### config.mk
export PLATFORM = sky130hd
export DESIGN_NAME = adpcm_encoder_flat
export DESIGN_NICKNAME = d
export VERILOG_FILES = /design/src/rtl/adpcm_encoder_if.sv /design/src/rtl/adpcm_encoder.sv /design/src/flat_wrapper.sv
export SDC_FILE = /design/constraint.sdc
export NUM_CORES = 1
export LEC_CHECK = 0
export BUFFER_PORTS_ARGS = -buffer_cell sky130_fd_sc_hd__buf_2
export CAP_MARGIN = 15
export CORE_MARGIN = 2
export CORE_UTILIZATION = 35
export CTS_BUF_LIST = sky130_fd_sc_hd__clkbuf_8
export CTS_CLUSTER_DIAMETER = 200
export DETAILED_ROUTE_END_ITERATION = 7
export GPL_ROUTABILITY_DRIVEN = 0
export GPL_TIMING_DRIVEN = 0
export PLACE_DENSITY = 0.6
export REMOVE_ABC_BUFFERS = 1
export SYNTH_ARGS = -nofsm -noshare
export SYNTH_HDL_FRONTEND = slang
export SYNTH_SLANG_ARGS = --single-unit
### constraint.sdc
create_clock -name clk -period 18.9 [get_ports clk]
set_input_delay 3.78 -clock clk [delete_from_list [all_inputs] [get_ports clk]]
set_output_delay 3.78 -clock clk [all_outputs]
set_load 0.02 [all_outputs]
### src/rtl/adpcm_encoder_if.sv
// Sample-in / code-out stream bundle for the IMA ADPCM encoder.
interface adpcm_encoder_if #(
    parameter int unsigned WIDTH = 16
);
    logic                    in_valid;
    logic                    in_ready;
    logic                    in_sop;
    logic                    in_eop;
    logic signed [WIDTH-1:0] in_pcm;
    logic                    out_valid;
    logic                    out_ready;
    logic                    out_sop;
    logic                    out_eop;
    logic [3:0]              out_code;
    logic signed [WIDTH-1:0] out_pred;
    logic [6:0]              out_index;
    logic                    drop;

    // Source/sink side: drives samples and out_ready, observes codes.
    modport master (
        output in_valid, in_sop, in_eop, in_pcm, out_ready,
        input  in_ready, out_valid, out_sop, out_eop, out_code, out_pred, out_index, drop
    );

    // Encoder side.
    modport slave (
        input  in_valid, in_sop, in_eop, in_pcm, out_ready,
        output in_ready, out_valid, out_sop, out_eop, out_code, out_pred, out_index, drop
    );
endinterface

### src/rtl/adpcm_encoder.sv
// IMA ADPCM encoder: one 4-bit code per 16-bit PCM sample, sop/eop framed streams.
module adpcm_encoder #(
    parameter int unsigned WIDTH  = 16,
    parameter int unsigned DWIDTH = 8
) (
    input  logic           clk,
    input  logic           nrst,
    adpcm_encoder_if.slave bus
);
    localparam int unsigned SW = WIDTH + 1;
    localparam int unsigned PW = WIDTH + 2;
    localparam int unsigned IW = 7;
    localparam logic signed [PW-1:0]     PMAX = PW'(32767);
    localparam logic signed [PW-1:0]     PMIN = PW'(-32768);
    localparam logic signed [DWIDTH-1:0] IMAX = DWIDTH'(88);

    typedef enum logic {IDLE, RUN} state_e;

    state_e                   state_q, state_d;
    logic signed [WIDTH-1:0]  pred_q, pred_d;
    logic signed [DWIDTH-1:0] idx_q, idx_d;
    logic                     ovalid_q, ovalid_d;
    logic                     osop_q, osop_d;
    logic                     oeop_q, oeop_d;
    logic [3:0]               ocode_q, ocode_d;
    logic signed [WIDTH-1:0]  opred_q, opred_d;
    logic [IW-1:0]            oidx_q, oidx_d;
    logic                     drop_q, drop_d;

    logic                     in_ready_c;
    logic                     accept_c;
    logic signed [WIDTH-1:0]  base_pred;
    logic signed [DWIDTH-1:0] base_idx;
    logic signed [SW-1:0]     step;
    logic signed [SW-1:0]     diff;
    logic signed [SW-1:0]     mag;
    logic [3:0]               code;
    logic signed [PW-1:0]     dq;
    logic signed [PW-1:0]     psum;
    logic signed [WIDTH-1:0]  pred_new;
    logic signed [DWIDTH-1:0] adj;
    logic signed [DWIDTH-1:0] isum;
    logic signed [DWIDTH-1:0] idx_new;

    // Standard 89-entry IMA step-size table.
    function automatic logic [15:0] step_lut(input logic [IW-1:0] i);
        case (i)
            7'd0: step_lut = 16'd7;       7'd1: step_lut = 16'd8;       7'd2: step_lut = 16'd9;       7'd3: step_lut = 16'd10;
            7'd4: step_lut = 16'd11;      7'd5: step_lut = 16'd12;      7'd6: step_lut = 16'd13;      7'd7: step_lut = 16'd14;
            7'd8: step_lut = 16'd16;      7'd9: step_lut = 16'd17;      7'd10: step_lut = 16'd19;     7'd11: step_lut = 16'd21;
            7'd12: step_lut = 16'd23;     7'd13: step_lut = 16'd25;     7'd14: step_lut = 16'd28;     7'd15: step_lut = 16'd31;
            7'd16: step_lut = 16'd34;     7'd17: step_lut = 16'd37;     7'd18: step_lut = 16'd41;     7'd19: step_lut = 16'd45;
            7'd20: step_lut = 16'd50;     7'd21: step_lut = 16'd55;     7'd22: step_lut = 16'd60;     7'd23: step_lut = 16'd66;
            7'd24: step_lut = 16'd73;     7'd25: step_lut = 16'd80;     7'd26: step_lut = 16'd88;     7'd27: step_lut = 16'd97;
            7'd28: step_lut = 16'd107;    7'd29: step_lut = 16'd118;    7'd30: step_lut = 16'd130;    7'd31: step_lut = 16'd143;
            7'd32: step_lut = 16'd157;    7'd33: step_lut = 16'd173;    7'd34: step_lut = 16'd190;    7'd35: step_lut = 16'd209;
            7'd36: step_lut = 16'd230;    7'd37: step_lut = 16'd253;    7'd38: step_lut = 16'd279;    7'd39: step_lut = 16'd307;
            7'd40: step_lut = 16'd337;    7'd41: step_lut = 16'd371;    7'd42: step_lut = 16'd408;    7'd43: step_lut = 16'd449;
            7'd44: step_lut = 16'd494;    7'd45: step_lut = 16'd544;    7'd46: step_lut = 16'd598;    7'd47: step_lut = 16'd658;
            7'd48: step_lut = 16'd724;    7'd49: step_lut = 16'd796;    7'd50: step_lut = 16'd876;    7'd51: step_lut = 16'd963;
            7'd52: step_lut = 16'd1060;   7'd53: step_lut = 16'd1166;   7'd54: step_lut = 16'd1282;   7'd55: step_lut = 16'd1411;
            7'd56: step_lut = 16'd1552;   7'd57: step_lut = 16'd1707;   7'd58: step_lut = 16'd1878;   7'd59: step_lut = 16'd2066;
            7'd60: step_lut = 16'd2272;   7'd61: step_lut = 16'd2499;   7'd62: step_lut = 16'd2749;   7'd63: step_lut = 16'd3024;
            7'd64: step_lut = 16'd3327;   7'd65: step_lut = 16'd3660;   7'd66: step_lut = 16'd4026;   7'd67: step_lut = 16'd4428;
            7'd68: step_lut = 16'd4871;   7'd69: step_lut = 16'd5358;   7'd70: step_lut = 16'd5894;   7'd71: step_lut = 16'd6484;
            7'd72: step_lut = 16'd7132;   7'd73: step_lut = 16'd7845;   7'd74: step_lut = 16'd8630;   7'd75: step_lut = 16'd9493;
            7'd76: step_lut = 16'd10442;  7'd77: step_lut = 16'd11487;  7'd78: step_lut = 16'd12635;  7'd79: step_lut = 16'd13899;
            7'd80: step_lut = 16'd15289;  7'd81: step_lut = 16'd16818;  7'd82: step_lut = 16'd18500;  7'd83: step_lut = 16'd20350;
            7'd84: step_lut = 16'd22385;  7'd85: step_lut = 16'd24623;  7'd86: step_lut = 16'd27086;  7'd87: step_lut = 16'd29794;
            default: step_lut = 16'd32767;
        endcase
    endfunction

    // Input side stalls only while a code is parked waiting for the sink.
    assign in_ready_c = !ovalid_q || bus.out_ready;
    assign accept_c   = bus.in_valid && in_ready_c;

    // Quantise the sample against the effective predictor, then reconstruct like the decoder.
    always_comb begin
        base_pred = bus.in_sop ? '0 : pred_q;
        base_idx  = bus.in_sop ? '0 : idx_q;
        step      = $signed({1'b0, step_lut(IW'(base_idx))});
        diff      = SW'(bus.in_pcm) - SW'(base_pred);
        code      = 4'd0;
        mag       = diff;
        if (diff < 0) begin
            code[3] = 1'b1;
            mag     = -diff;
        end
        if (mag >= step) begin
            code[2] = 1'b1;
            mag     = mag - step;
        end
        if (mag >= (step >>> 1)) begin
            code[1] = 1'b1;
            mag     = mag - (step >>> 1);
        end
        if (mag >= (step >>> 2)) begin
            code[0] = 1'b1;
        end
        dq = PW'(step >>> 3)
           + (code[2] ? PW'(step)        : '0)
           + (code[1] ? PW'(step >>> 1)  : '0)
           + (code[0] ? PW'(step >>> 2)  : '0);
        psum = code[3] ? PW'(base_pred) - dq : PW'(base_pred) + dq;
        if (psum > PMAX) begin
            pred_new = WIDTH'(PMAX);
        end else if (psum < PMIN) begin
            pred_new = WIDTH'(PMIN);
        end else begin
            pred_new = WIDTH'(psum);
        end
        case (code[2:0])
            3'd4:    adj = DWIDTH'(2);
            3'd5:    adj = DWIDTH'(4);
            3'd6:    adj = DWIDTH'(6);
            3'd7:    adj = DWIDTH'(8);
            default: adj = DWIDTH'(-1);
        endcase
        isum = base_idx + adj;
        if (isum < 0) begin
            idx_new = '0;
        end else if (isum > IMAX) begin
            idx_new = IMAX;
        end else begin
            idx_new = isum;
        end
    end

    // Frame FSM next state plus predictor and output-register updates.
    always_comb begin
        state_d  = state_q;
        pred_d   = pred_q;
        idx_d    = idx_q;
        ovalid_d = ovalid_q && !bus.out_ready;
        osop_d   = osop_q;
        oeop_d   = oeop_q;
        ocode_d  = ocode_q;
        opred_d  = opred_q;
        oidx_d   = oidx_q;
        drop_d   = 1'b0;
        case (state_q)
            IDLE: begin
                if (accept_c && bus.in_sop && !bus.in_eop) begin
                    state_d = RUN;
                end
                if (accept_c && !bus.in_sop) begin
                    drop_d = 1'b1;
                end
            end
            RUN: begin
                if (accept_c && bus.in_eop) begin
                    state_d = IDLE;
                end
            end
            default: state_d = IDLE;
        endcase
        if (accept_c && (state_q == RUN || bus.in_sop)) begin
            pred_d   = pred_new;
            idx_d    = idx_new;
            ovalid_d = 1'b1;
            osop_d   = bus.in_sop;
            oeop_d   = bus.in_eop;
            ocode_d  = code;
            opred_d  = pred_new;
            oidx_d   = IW'(idx_new);
        end
    end

    // State and output registers.
    always_ff @(posedge clk or negedge nrst) begin
        if (!nrst) begin
            state_q  <= IDLE;
            pred_q   <= '0;
            idx_q    <= '0;
            ovalid_q <= 1'b0;
            osop_q   <= 1'b0;
            oeop_q   <= 1'b0;
            ocode_q  <= '0;
            opred_q  <= '0;
            oidx_q   <= '0;
            drop_q   <= 1'b0;
        end else begin
            state_q  <= state_d;
            pred_q   <= pred_d;
            idx_q    <= idx_d;
            ovalid_q <= ovalid_d;
            osop_q   <= osop_d;
            oeop_q   <= oeop_d;
            ocode_q  <= ocode_d;
            opred_q  <= opred_d;
            oidx_q   <= oidx_d;
            drop_q   <= drop_d;
        end
    end

    assign bus.in_ready  = in_ready_c;
    assign bus.out_valid = ovalid_q;
    assign bus.out_sop   = osop_q;
    assign bus.out_eop   = oeop_q;
    assign bus.out_code  = ocode_q;
    assign bus.out_pred  = opred_q;
    assign bus.out_index = oidx_q;
    assign bus.drop      = drop_q;
endmodule

### src/flat_wrapper.sv
// flat-port wrapper written by rule: the top's interface ports become plain ports
module adpcm_encoder_flat 
#(
    parameter int unsigned WIDTH  = 16,
    parameter int unsigned DWIDTH = 8
)
  (clk, nrst, bus_in_valid, bus_in_sop, bus_in_eop, bus_in_pcm, bus_out_ready, bus_in_ready, bus_out_valid, bus_out_sop, bus_out_eop, bus_out_code, bus_out_pred, bus_out_index, bus_drop);
  adpcm_encoder_if #(.WIDTH(WIDTH)) bus_i ();
  input  logic clk;
  input  logic nrst;
  input wire logic [$bits(bus_i.in_valid)-1:0] bus_in_valid;
  input wire logic [$bits(bus_i.in_sop)-1:0] bus_in_sop;
  input wire logic [$bits(bus_i.in_eop)-1:0] bus_in_eop;
  input wire logic [$bits(bus_i.in_pcm)-1:0] bus_in_pcm;
  input wire logic [$bits(bus_i.out_ready)-1:0] bus_out_ready;
  output wire logic [$bits(bus_i.in_ready)-1:0] bus_in_ready;
  output wire logic [$bits(bus_i.out_valid)-1:0] bus_out_valid;
  output wire logic [$bits(bus_i.out_sop)-1:0] bus_out_sop;
  output wire logic [$bits(bus_i.out_eop)-1:0] bus_out_eop;
  output wire logic [$bits(bus_i.out_code)-1:0] bus_out_code;
  output wire logic [$bits(bus_i.out_pred)-1:0] bus_out_pred;
  output wire logic [$bits(bus_i.out_index)-1:0] bus_out_index;
  output wire logic [$bits(bus_i.drop)-1:0] bus_drop;
  assign bus_i.in_valid = bus_in_valid;
  assign bus_i.in_sop = bus_in_sop;
  assign bus_i.in_eop = bus_in_eop;
  assign bus_i.in_pcm = bus_in_pcm;
  assign bus_i.out_ready = bus_out_ready;
  assign bus_in_ready = bus_i.in_ready;
  assign bus_out_valid = bus_i.out_valid;
  assign bus_out_sop = bus_i.out_sop;
  assign bus_out_eop = bus_i.out_eop;
  assign bus_out_code = bus_i.out_code;
  assign bus_out_pred = bus_i.out_pred;
  assign bus_out_index = bus_i.out_index;
  assign bus_drop = bus_i.drop;
  adpcm_encoder #(.WIDTH(WIDTH), .DWIDTH(DWIDTH)) u_core (.clk(clk), .nrst(nrst), .bus(bus_i));
endmodule
==> out/qor.yml, run 1 <==
synthesis:
  ys_seq_area_share_pct: 8.67
  ys.flop_type: "dfrtp_1"
  synth_warnings: 0
  syn_avg_cell_area_um2: 7.04
  synthCells: 1312
  synthTopCellsByArea: "ha_1 (17%), dfrtp_1 (8.7%), a21oi_1 (7.1%)"
  ys_async_sr_fraction_pct: 100
  synth_cell_types: 82
  synth_top_area_share_pct: 17.2
  synth_top_area_cell: "ha_1"
  synth_enable_flop_cells: 0
  netlist_area_mm2: 0.00923
  ys_seq_elements: 32
worst_setup_path:
  critPathCaptureType: "register"
  max_stage_delay_ns: 0.58
  slowest_stage: "fa_2"
  endpoint: "u_core.pred_q[10]$_DFFE_PN0P_"
  crit_arrival_ns: 18.96
  critPathLaunch: "bus_in_sop"
  r2r_cells: 77
  reg2reg_from: "u_core.idx_q[0]$_DFFE_PN0P_"
  r2r-end: "u_core.pred_q[10]$_DFFE_PN0P_"
  critPathMostFrequentCell: "a21oi_2"
  startpoint_type: "input port"
  worstSetupPathType: "input port to register"
  critPathMaxFanout: 7
  cp.required_ns: 19.13
  ff2ff_setup_slack_ns: 3.27
finish:
  area_growth_pct: 34.8
  fin_cells: 1791
  drive_gt1_share_pct: 28.8
  antenna_cells: 0
  fin_nets: 1634
  utilization_pct: 47.9
clock_tree:
  clock_latency_ns: 0.30
  cts_buffers: 5
  cts_tree: "built"
  clk_path_buf_depth: 2
  cts_root_buf: "clkbuf_8"
  cts.sinks: 32
  clk_pin_slew_ns: 0.08
  htree_levels: 2
  cts_hold_buf: 0
hold_path:
  worstHoldPathCells: 2
  hold_path.class: "register to register"
floorplan:
  core_mm2: 0.0260
  die_w_um: 166
  ios: 54
  rows: 59
  initial_utilization_pct: 35.5
  die-area_mm2: 0.0277
  die_y_um: 166
sta:
  tightest_slew_ns: 0.894
  timing.fmax_ghz: 0.0534
  slew_violations: 0
  min_period_ns: 18.73
  fin_crit_sh_pct: 99.1
  hold_viol: 0
  final.setup_skew_ns: 0.00917
  relSlewSlack_pct: 40.0
  rsz0062_at_grt: "yes"
  report.final.setup_viol: 0
  totalNegativeSetupSlack_ns: 0
drt:
  first_iter_violations: 970
  antenna_left: 0
  num_vias: 10347
  avgViaCountPerCell: 5.78
  drc: 0
  avgRoutedWirePerCell_um: 18.4
  firstDrtPassIters: 6
  wirelength_mm: 32.9
placement:
  port-buffer-count: 53
  dp.cells: 1655
  hpwl_mm: 21.4
status:
  status: "finished clean"
run:
  maxCapViolCount: 0
global_route:
  grt_usage_pct: 21.3
  grt_overflow: 0
  grt_pass1_wl_mm: 49.0
  grt_pass1_vias: 9490
  grt_antenna_before_repair: 0
  grt_max_degree: 33
Yosys cell counts (11+ instances only):
library cell and instances:
nor2_1 163, a31oi_1 11, nand2_1 155, ha_1 127, or3_1 12, nand2b_1 22
inv_1 91, nor2b_1 19, xnor2_1 56, a211oi_1 24, clkbuf_1 40, o21ai_0 76
dfrtp_1 32, fa_1 30, o21bai_1 11, o31ai_1 11, xor2_1 32, nor3_1 24
a21oi_1 131, nand3_1 23, o21a_1 16, a21o_1 32
registers in the layout, summed over array words and instances, names as in the netlist:
name,count
u_core.state_q,1
u_core.bus.out_eop,1
u_core.pred_q,16
u_core.bus.out_code,4
u_core.idx_q,7
u_core.bus.drop,1
u_core.bus.out_sop,1
u_core.bus.out_valid,1
what timing repair did:
action	4_1_cts	5_1_grt
gates cloned	7	3
endpoints found under the setup margin	23	16
gates resized for setup	118	213
setup buffers	41	77
pin swaps	28	113
logic make-up after synthesis:
group	synth area share (%)
AND/OR/NAND/NOR	23.3
AO/OA/AOI/OAI	28.2
adder cells (fa/ha/maj)	23.7
buffers and inverters	6.07
XOR/XNOR	8.53
flip-flops	8.67
multiplexers	1.52
metal layers:
metal  vias up  track usage, %  share of wire (%)
met5         -               0                  0
met4         0            7.05                3.9
met3        83            2.55                5.8
met2       402            35.7                 47
met1      4906            28.5                 43
li1       4956               -                  -
through the flow:
step | setup WS [ns] | area (um2) | hold slack [ns]
after floorplan | -1.33 | 9030 | 0.465
after global placement | -6.34 | 9710 | 0.460
after detailed placement | -6.36 | 9760 | 0.461
after CTS | 0.00204 | 10700 | 0.481
after global routing | -0.400 | 12400 | 0.506
final | 0.168 | 12400 | 0.477
worst min path at each step:
| stage | start | to | slack, ns |
|---|---|---|---|
| 2_1_floorplan | u_core.state_q$_DFF_PN0_ | u_core.bus.drop$_DFF_PN0_ | 0.46 |
| 3_3_place_gp | u_core.bus.out_eop$_DFFE_PN0P_ | u_core.bus.out_eop$_DFFE_PN0P_ | 0.46 |
| 3_5_place_dp | u_core.bus.out_eop$_DFFE_PN0P_ | u_core.bus.out_eop$_DFFE_PN0P_ | 0.46 |
| 4_1_cts | u_core.bus.out_eop$_DFFE_PN0P_ | u_core.bus.out_eop$_DFFE_PN0P_ | 0.48 |
| 5_1_grt | u_core.bus.out_eop$_DFFE_PN0P_ | u_core.bus.out_eop$_DFFE_PN0P_ | 0.51 |
| 6_report | u_core.bus.out_eop$_DFFE_PN0P_ | u_core.bus.out_eop$_DFFE_PN0P_ | 0.48 |
layout by cell type, fill, tap and decap left out, types with 10 or more instances in the layout:
| cell | n |
|---|---|
| a31oi_1 | 10 |
| a211oi_1 | 18 |
| nand2_2 | 18 |
| a21oi_2 | 20 |
| o211ai_1 | 10 |
| o21ai_1 | 14 |
| xnor2_2 | 15 |
| buf_2 | 54 |
| ha_4 | 26 |
| o21a_1 | 16 |
| nor2b_1 | 14 |
| buf_6 | 12 |
| fa_1 | 27 |
| nand2b_1 | 17 |
| o21ai_0 | 53 |
| xnor2_1 | 41 |
| buf_4 | 104 |
| inv_1 | 84 |
| nor3_1 | 20 |
| nand2_1 | 129 |
| a21o_1 | 30 |
| nor2_1 | 148 |
| a21oi_1 | 104 |
| xor2_1 | 27 |
| o21ai_2 | 10 |
| nand3_1 | 21 |
| dfrtp_1 | 32 |
| ha_1 | 93 |
worst max-delay path, delay by kind of cell:
kind                     cells  cell delay [ns]
AO/OA/AOI/OAI               29             5.56
AND/OR/NAND/NOR             27             4.08
adder cells (fa/ha/maj)     10             3.20
buffers and inverters       14             1.88
XOR/XNOR                     2             0.40
cell type report:
class | instances | area, um2
timing repair inverter | 4 | 30.0
multi-input combinational | 1137 | 9300
tap | 335 | 419
timing repair buffer | 180 | 1400
inverter | 95 | 399
clock inverter | 2 | 10.0
fill | 2478 | 13500
sequential | 32 | 801
clock buffer | 6 | 82.6
Power of run 1 is not shown: default switching activity piles up to over one toggle a cycle in this logic, so the estimate is an artifact.
==> run 2: changes to the inputs <==
--- a/config.mk
+++ b/config.mk
@@ -10,5 +10,4 @@
 export CORE_MARGIN = 2
 export CORE_UTILIZATION = 35
-export CTS_BUF_LIST = sky130_fd_sc_hd__clkbuf_8
 export CTS_CLUSTER_DIAMETER = 200
 export DETAILED_ROUTE_END_ITERATION = 7
==> constraint.sdc (replaced) <==
create_clock -name clk -period 18.9 [get_ports clk]
set_input_delay 0 -clock clk [delete_from_list [all_inputs] [get_ports clk]]
set_output_delay 0 -clock clk [all_outputs]
set_load 0.02 [all_outputs]
==> run 2 against run 1 <==
  * First-iteration DRC count fell by 18%
  * Flip-flop and latch count did not move
  * Wire length fell by 13%
  * Register-to-register slack got worse by 2.0 ns
  * Critical endpoint is now u_core.pred_q[6]$_DFFE_PN0P_
  * Die area did not move
==> out/qor.yml, run 2 (same netlist as run 1, synthesis figures left out) <==
global_route:
  grt_usage_pct: 20.0
  grt_pass1_wl_mm: 46.3
  grt_antenna_before_repair: 0
  grt_pass1_vias: 9109
  grt_overflow: 0
  grt_max_degree: 33
finish:
  max_flop_register: "u_core.pred_q"
  num-fill-cells: 2742
  drive_gt1_share_pct: 9.22
  largest_reg_flops: 16
  antenna_cells: 0
  mostFrequentLayoutCell: "nor2_1"
  fin_nets: 1523
  stdcell_area_mm2: 0.0101
  final_cell_mix: "nor2_1 (162), nand2_1 (152), a21oi_1 (129)"
  area_growth_pct: 9.91
run:
  maxCapViolCount: 0
worst_setup_path:
  ff2ff_setup_slack_ns: 1.29
  reg2reg_from: "u_core.pred_q[0]$_DFFE_PN0P_"
  startpoint_type: "register"
  critPathLaunch: "u_core.pred_q[0]$_DFFE_PN0P_"
  r2r_cells: 76
  critPathMostFrequentCell: "a21oi_1"
  critPathCaptureType: "register"
  slowest_stage: "nor2b_2"
  max_stage_delay_ns: 0.75
  endpoint: "u_core.pred_q[6]$_DFFE_PN0P_"
  r2r-end: "u_core.pred_q[6]$_DFFE_PN0P_"
  cp.required_ns: 19.05
  crit_arrival_ns: 17.76
  worstSetupPathType: "register to register"
  critPathMaxFanout: 24
placement:
  place_area_mm2: 0.00976
  port-buffer-count: 53
  hpwl_mm: 21.4
sta:
  min_period_ns: 17.61
  report.final.setup_viol: 0
  hold_viol: 0
  timing.fmax_ghz: 0.0568
  fin_crit_sh_pct: 93.2
  tightest_slew_ns: 1.25
  rsz0062_at_grt: "no"
  final.setup_skew_ns: 0.00382
  slew_violations: 0
  relSlewSlack_pct: 16.8
floorplan:
  die-area_mm2: 0.0277
  initial_utilization_pct: 35.5
  die_w_um: 166
  ios: 54
  core_mm2: 0.0260
  rows: 59
  die_y_um: 166
clock_tree:
  cts_buffers: 5
  htree_levels: 2
  clk_path_buf_depth: 2
  clock_latency_ns: 0.28
  cts_tree: "built"
  cts.sinks: 32
  clk_pin_slew_ns: 0.06
  cts_root_buf: "clkbuf_16"
drt:
  num_vias: 9655
  first_iter_violations: 793
  wirelength_mm: 28.6
  avgViaCountPerCell: 5.75
  firstDrtPassIters: 6
  antenna_left: 0
  drc: 0
  avgRoutedWirePerCell_um: 17.0
hold_path:
  worstHoldPathCells: 3
  hold_path.class: "input port to register"
status:
  status: "finished clean"
==> run 2: metal layers <==
layer | wire [um] | up-vias | part of all wire [%] | track usage [%]
met5 | 0 | - | 0 | 0
met1 | 12700 | 4484 | 44 | 27.3
met4 | 729 | 0 | 2.5 | 5.17
met2 | 13200 | 370 | 46 | 33.4
li1 | - | 4733 | - | -
met3 | 1980 | 68 | 6.9 | 2.41
==> run 2: worst min path at each step <==
| stage | slack, ns | endpoint | start |
|---|---|---|---|
| after floorplan | -0.30 | u_core.bus.drop$_DFF_PN0_ | nrst |
| after global placement | 0.10 | u_core.pred_q[12]$_DFFE_PN0P_ | nrst |
| after detailed placement | 0.11 | u_core.pred_q[12]$_DFFE_PN0P_ | nrst |
| after CTS | 0.14 | u_core.state_q$_DFF_PN0_ | bus_in_valid |
| after global routing | 0.21 | u_core.state_q$_DFF_PN0_ | bus_in_valid |
| final | 0.15 | u_core.state_q$_DFF_PN0_ | bus_in_valid |
==> run 2: timing repair <==
item                                   4_1_cts  5_1_grt
cloned                                       1        3
pin swaps                                    2        0
endpoints found under the hold margin       35        0
hold buffers                                 3        0
buffers inserted                             6        4
setup endpoints to repair                   16       16
resized for setup                           12       15
==> run 2: layout make-up <==
| cell class | instances | area, um2 | share of cell area (%) |
|---|---|---|---|
| Timing Repair Buffer | 72 | 414 | 4.08 |
| Tap cell | 335 | 419 | 4.13 |
| Sequential cell | 32 | 801 | 7.89 |
| Timing Repair inverter | 3 | 17.5 | 0.173 |
| Multi-Input combinational cell | 1135 | 7970 | 78.5 |
| Inverter | 95 | 377 | 3.71 |
| Clock buffer | 6 | 139 | 1.37 |
| Clock inverter | 2 | 10.0 | 0.0987 |
==> run 2: worst max-delay path: cells and delay by family (launching register included) <==
kind | cells | cell delay, ns
xor+xnor | 3 | 0.51
simple gates | 27 | 5.44
fa+ha+maj | 10 | 3.55
flops | 1 | 0.39
buf+inv | 3 | 0.52
compound gates | 33 | 7.01
==> run 2: through the flow <==
stage | setup slack, ns | hold WS, ns | setup TNS, ns | std cells | utilization, %
global placement | -2.56 | 0.104 | -39.01 | 1649 | 37.4
global route | 0.0543 | 0.207 | 0 | 1680 | 39.0
floorplan | 2.09 | -0.296 | 0 | 1261 | -
finish | 1.29 | 0.148 | 0 | 1680 | 39.0
detailed placement | -2.58 | 0.109 | -39.57 | 1655 | 37.6
CTS | 0.204 | 0.144 | 0 | 1673 | 38.6
Power of run 2 is left out for the same reason.
==> run 3: changes to the inputs <==
ABC_AREA = 1   (was unset)
==> run 3 against run 2 <==
  * Critical path depth is 9 higher
  * Hold slack worse by 0.13 ns
  * Fmax is 4.4% higher
  * Setup slack better by 0.74 ns
  * Critical endpoint is now u_core.pred_q[14]$_DFFE_PN0P_
  * Global-route usage is 0.94 points lower
  * First-iteration DRC count is 2.8% lower
  * Die area is 1.9% higher
  * Wire length is 6.4% lower
  * Via count is 1.0% higher
  * Synthesized cell count is 17% higher
==> out/qor.yml, run 3 <==
status:
  status: "finished clean"
sta:
  min_period_ns: 16.87
  totalNegativeSetupSlack_ns: 0
  final.setup_skew_ns: 0.00985
  tightest_slew_ns: 1.15
  relSlewSlack_pct: 23.1
  report.final.setup_viol: 0
  hold_viol: 0
  slew_violations: 0
  timing.fmax_ghz: 0.0593
  fin_crit_sh_pct: 89.2
  rsz0062_at_grt: "no"
finish:
  largest_reg_flops: 16
  area_growth_pct: 8.51
  utilization_pct: 38.3
  antenna_cells: 0
  final_cell_mix: "nand2_1 (368), inv_1 (250), nor2_1 (144)"
  multi_input_area_mm2: 0.00751
  max_flop_register: "u_core.pred_q"
  drive_gt1_share_pct: 7.47
  fin_nets: 1745
  num-fill-cells: 2896
  mostFrequentLayoutCell: "nand2_1"
  register_area_um2: 801
clock_tree:
  cts_tree: "built"
  cts.sinks: 32
  cts_root_buf: "clkbuf_16"
  clk_path_buf_depth: 2
  cts_buffers: 5
  clock_latency_ns: 0.29
  clk_pin_slew_ns: 0.06
  htree_levels: 2
  postCtsSetupBuffers: 0
drt:
  num_vias: 9753
  firstDrtPassIters: 5
  first_iter_violations: 771
  drc: 0
  avgRoutedWirePerCell_um: 14.1
  avgViaCountPerCell: 5.11
  antenna_left: 0
  wirelength_mm: 26.8
worst_setup_path:
  critical_path_buf_inv_count: 11
  critPathMostFrequentCell: "nand2_1"
  critPathCaptureType: "register"
  ff2ff_setup_slack_ns: 2.03
  path_delay_family: "simple AND/OR/NAND/NOR gates"
  worstSetupPathType: "register to register"
  crit_arrival_ns: 17.01
  startpoint_type: "register"
  cp.required_ns: 19.05
  slowest_stage: "nor2_2"
  max_stage_delay_ns: 0.76
  critPathMaxFanout: 48
placement:
  hpwl_mm: 22.0
  port-buffer-count: 53
hold_path:
  hold_path.class: "input port to register"
floorplan:
  rows: 60
  initial_utilization_pct: 35.3
  die-area_mm2: 0.0282
  die_y_um: 168
  die_w_um: 168
  ios: 54
  core_mm2: 0.0267
synthesis:
  ys_async_sr_fraction_pct: 100
  synth_adder_area_share_pct: 23.3
  ys_seq_elements: 32
  synth_enable_flop_cells: 0
  synth_warnings: 0
  synth_top_area_share_pct: 16.9
  ys.flop_type: "dfrtp_1"
  synth.most_common_cell: "nand2_1"
  synth_compound_area_share_pct: 18.0
  synthTopCellsByArea: "ha_1 (17%), nand2_1 (15%), inv_1 (10%)"
  netlist_area_mm2: 0.00941
  synth_xor_area_share_pct: 8.10
  synthSimpleGateAreaFrac_pct: 30.3
  synth_cell_types: 59
  synthMuxAreaShare_pct: 0
  syn_avg_cell_area_um2: 6.14
  synth_top_area_cell: "ha_1"
  synthCells: 1532
  netlist_top_cells_count: "nand2_1 (368), inv_1 (250), nor2_1 (148)"
  ys_seq_area_share_pct: 8.51
  synth_top_family_by_area: "simple AND/OR/NAND/NOR gates"
run:
  maxCapViolCount: 0
global_route:
  grt_antenna_before_repair: 0
  grt_pass1_vias: 9204
  grt_usage_pct: 19.0
  grt_max_degree: 49
  grt_pass1_wl_mm: 44.5
  grt_overflow: 0
## run 3: through the flow
step	worst slack (ns)	cell area, um2	hold WS (ns)	instances
after global routing	0.365	10200	0.0332	1908
final	2.03	10200	0.0131	1908
after detailed placement	2.21	10000	0.123	1898
after global placement	0.840	9950	0.123	1893
after floorplan	4.90	9260	-0.296	1499
after CTS	2.16	10200	0.0152	1907
## run 3: cell families (layout without fill, tap and decap cells)
| kind of cell | Yosys count | count (layout) |
|---|---|---|
| adders and majority gates | 157 | 157 |
| buffers and inverters | 290 | 325 |
| xor gates and xnor gates | 87 | 87 |
| DFF | 32 | 32 |
| AOI/OAI and AO/OA | 295 | 295 |
| and+or+nand+nor | 671 | 671 |
## run 3: path summary, 6_finish.rpt
| check | to | cells after the start | start |
|---|---|---|---|
| max in group asynchronous | u_core.bus.out_code[1]$_DFFE_PN0P_ | 2 | nrst |
| hold / removal | u_core.bus.out_eop$_DFFE_PN0P_ | 3 | bus_in_eop |
| hold reg to reg | u_core.bus.drop$_DFF_PN0_ | 1 | u_core.state_q$_DFF_PN0_ |
| setup reg to reg | u_core.pred_q[14]$_DFFE_PN0P_ | 85 | u_core.idx_q[3]$_DFFE_PN0P_ |
| min in group asynchronous | u_core.bus.out_valid$_DFF_PN0_ | 2 | nrst |
| setup / recovery | u_core.pred_q[14]$_DFFE_PN0P_ | 85 | u_core.idx_q[3]$_DFFE_PN0P_ |
## run 3: metal layers
layer / routed length, um / part of all wire [%] / global-route usage (%)
met5: 0 / 0 / 0
met2: 11900 / 44 / 32.0
met1: 12500 / 46 / 25.1
met3: 1550 / 5.8 / 2.70
met4: 882 / 3.3 / 6.09
## run 3: layout make-up
class / count / area share [%]
flip-flops and latches: 32 / 7.84
multi-input cells: 1210 / 73.5
repair buffers: 60 / 3.39
inverters: 257 / 9.45
clock inverters: 3 / 0.417
clock buffers: 5 / 1.23
well taps: 341 / 4.18
## run 3: timing repair
item                      in CTS  in global routing
gates resized for setup        0                  0
hold buffers                   1                  0
hold endpoints to repair      32                  0
## run 3: worst reg2reg max path, delay by kind of cell (launching register included)
| kind | cells | cell delay, ns |
|---|---|---|
| AOI/OAI and AO/OA | 20 | 3.57 |
| adders and majority gates | 7 | 2.68 |
| buffers and inverters | 11 | 1.95 |
| xor gates and xnor gates | 3 | 0.62 |
| DFF | 1 | 0.53 |
| and+or+nand+nor | 44 | 7.38 |
Power of run 3 is left out for the same reason.
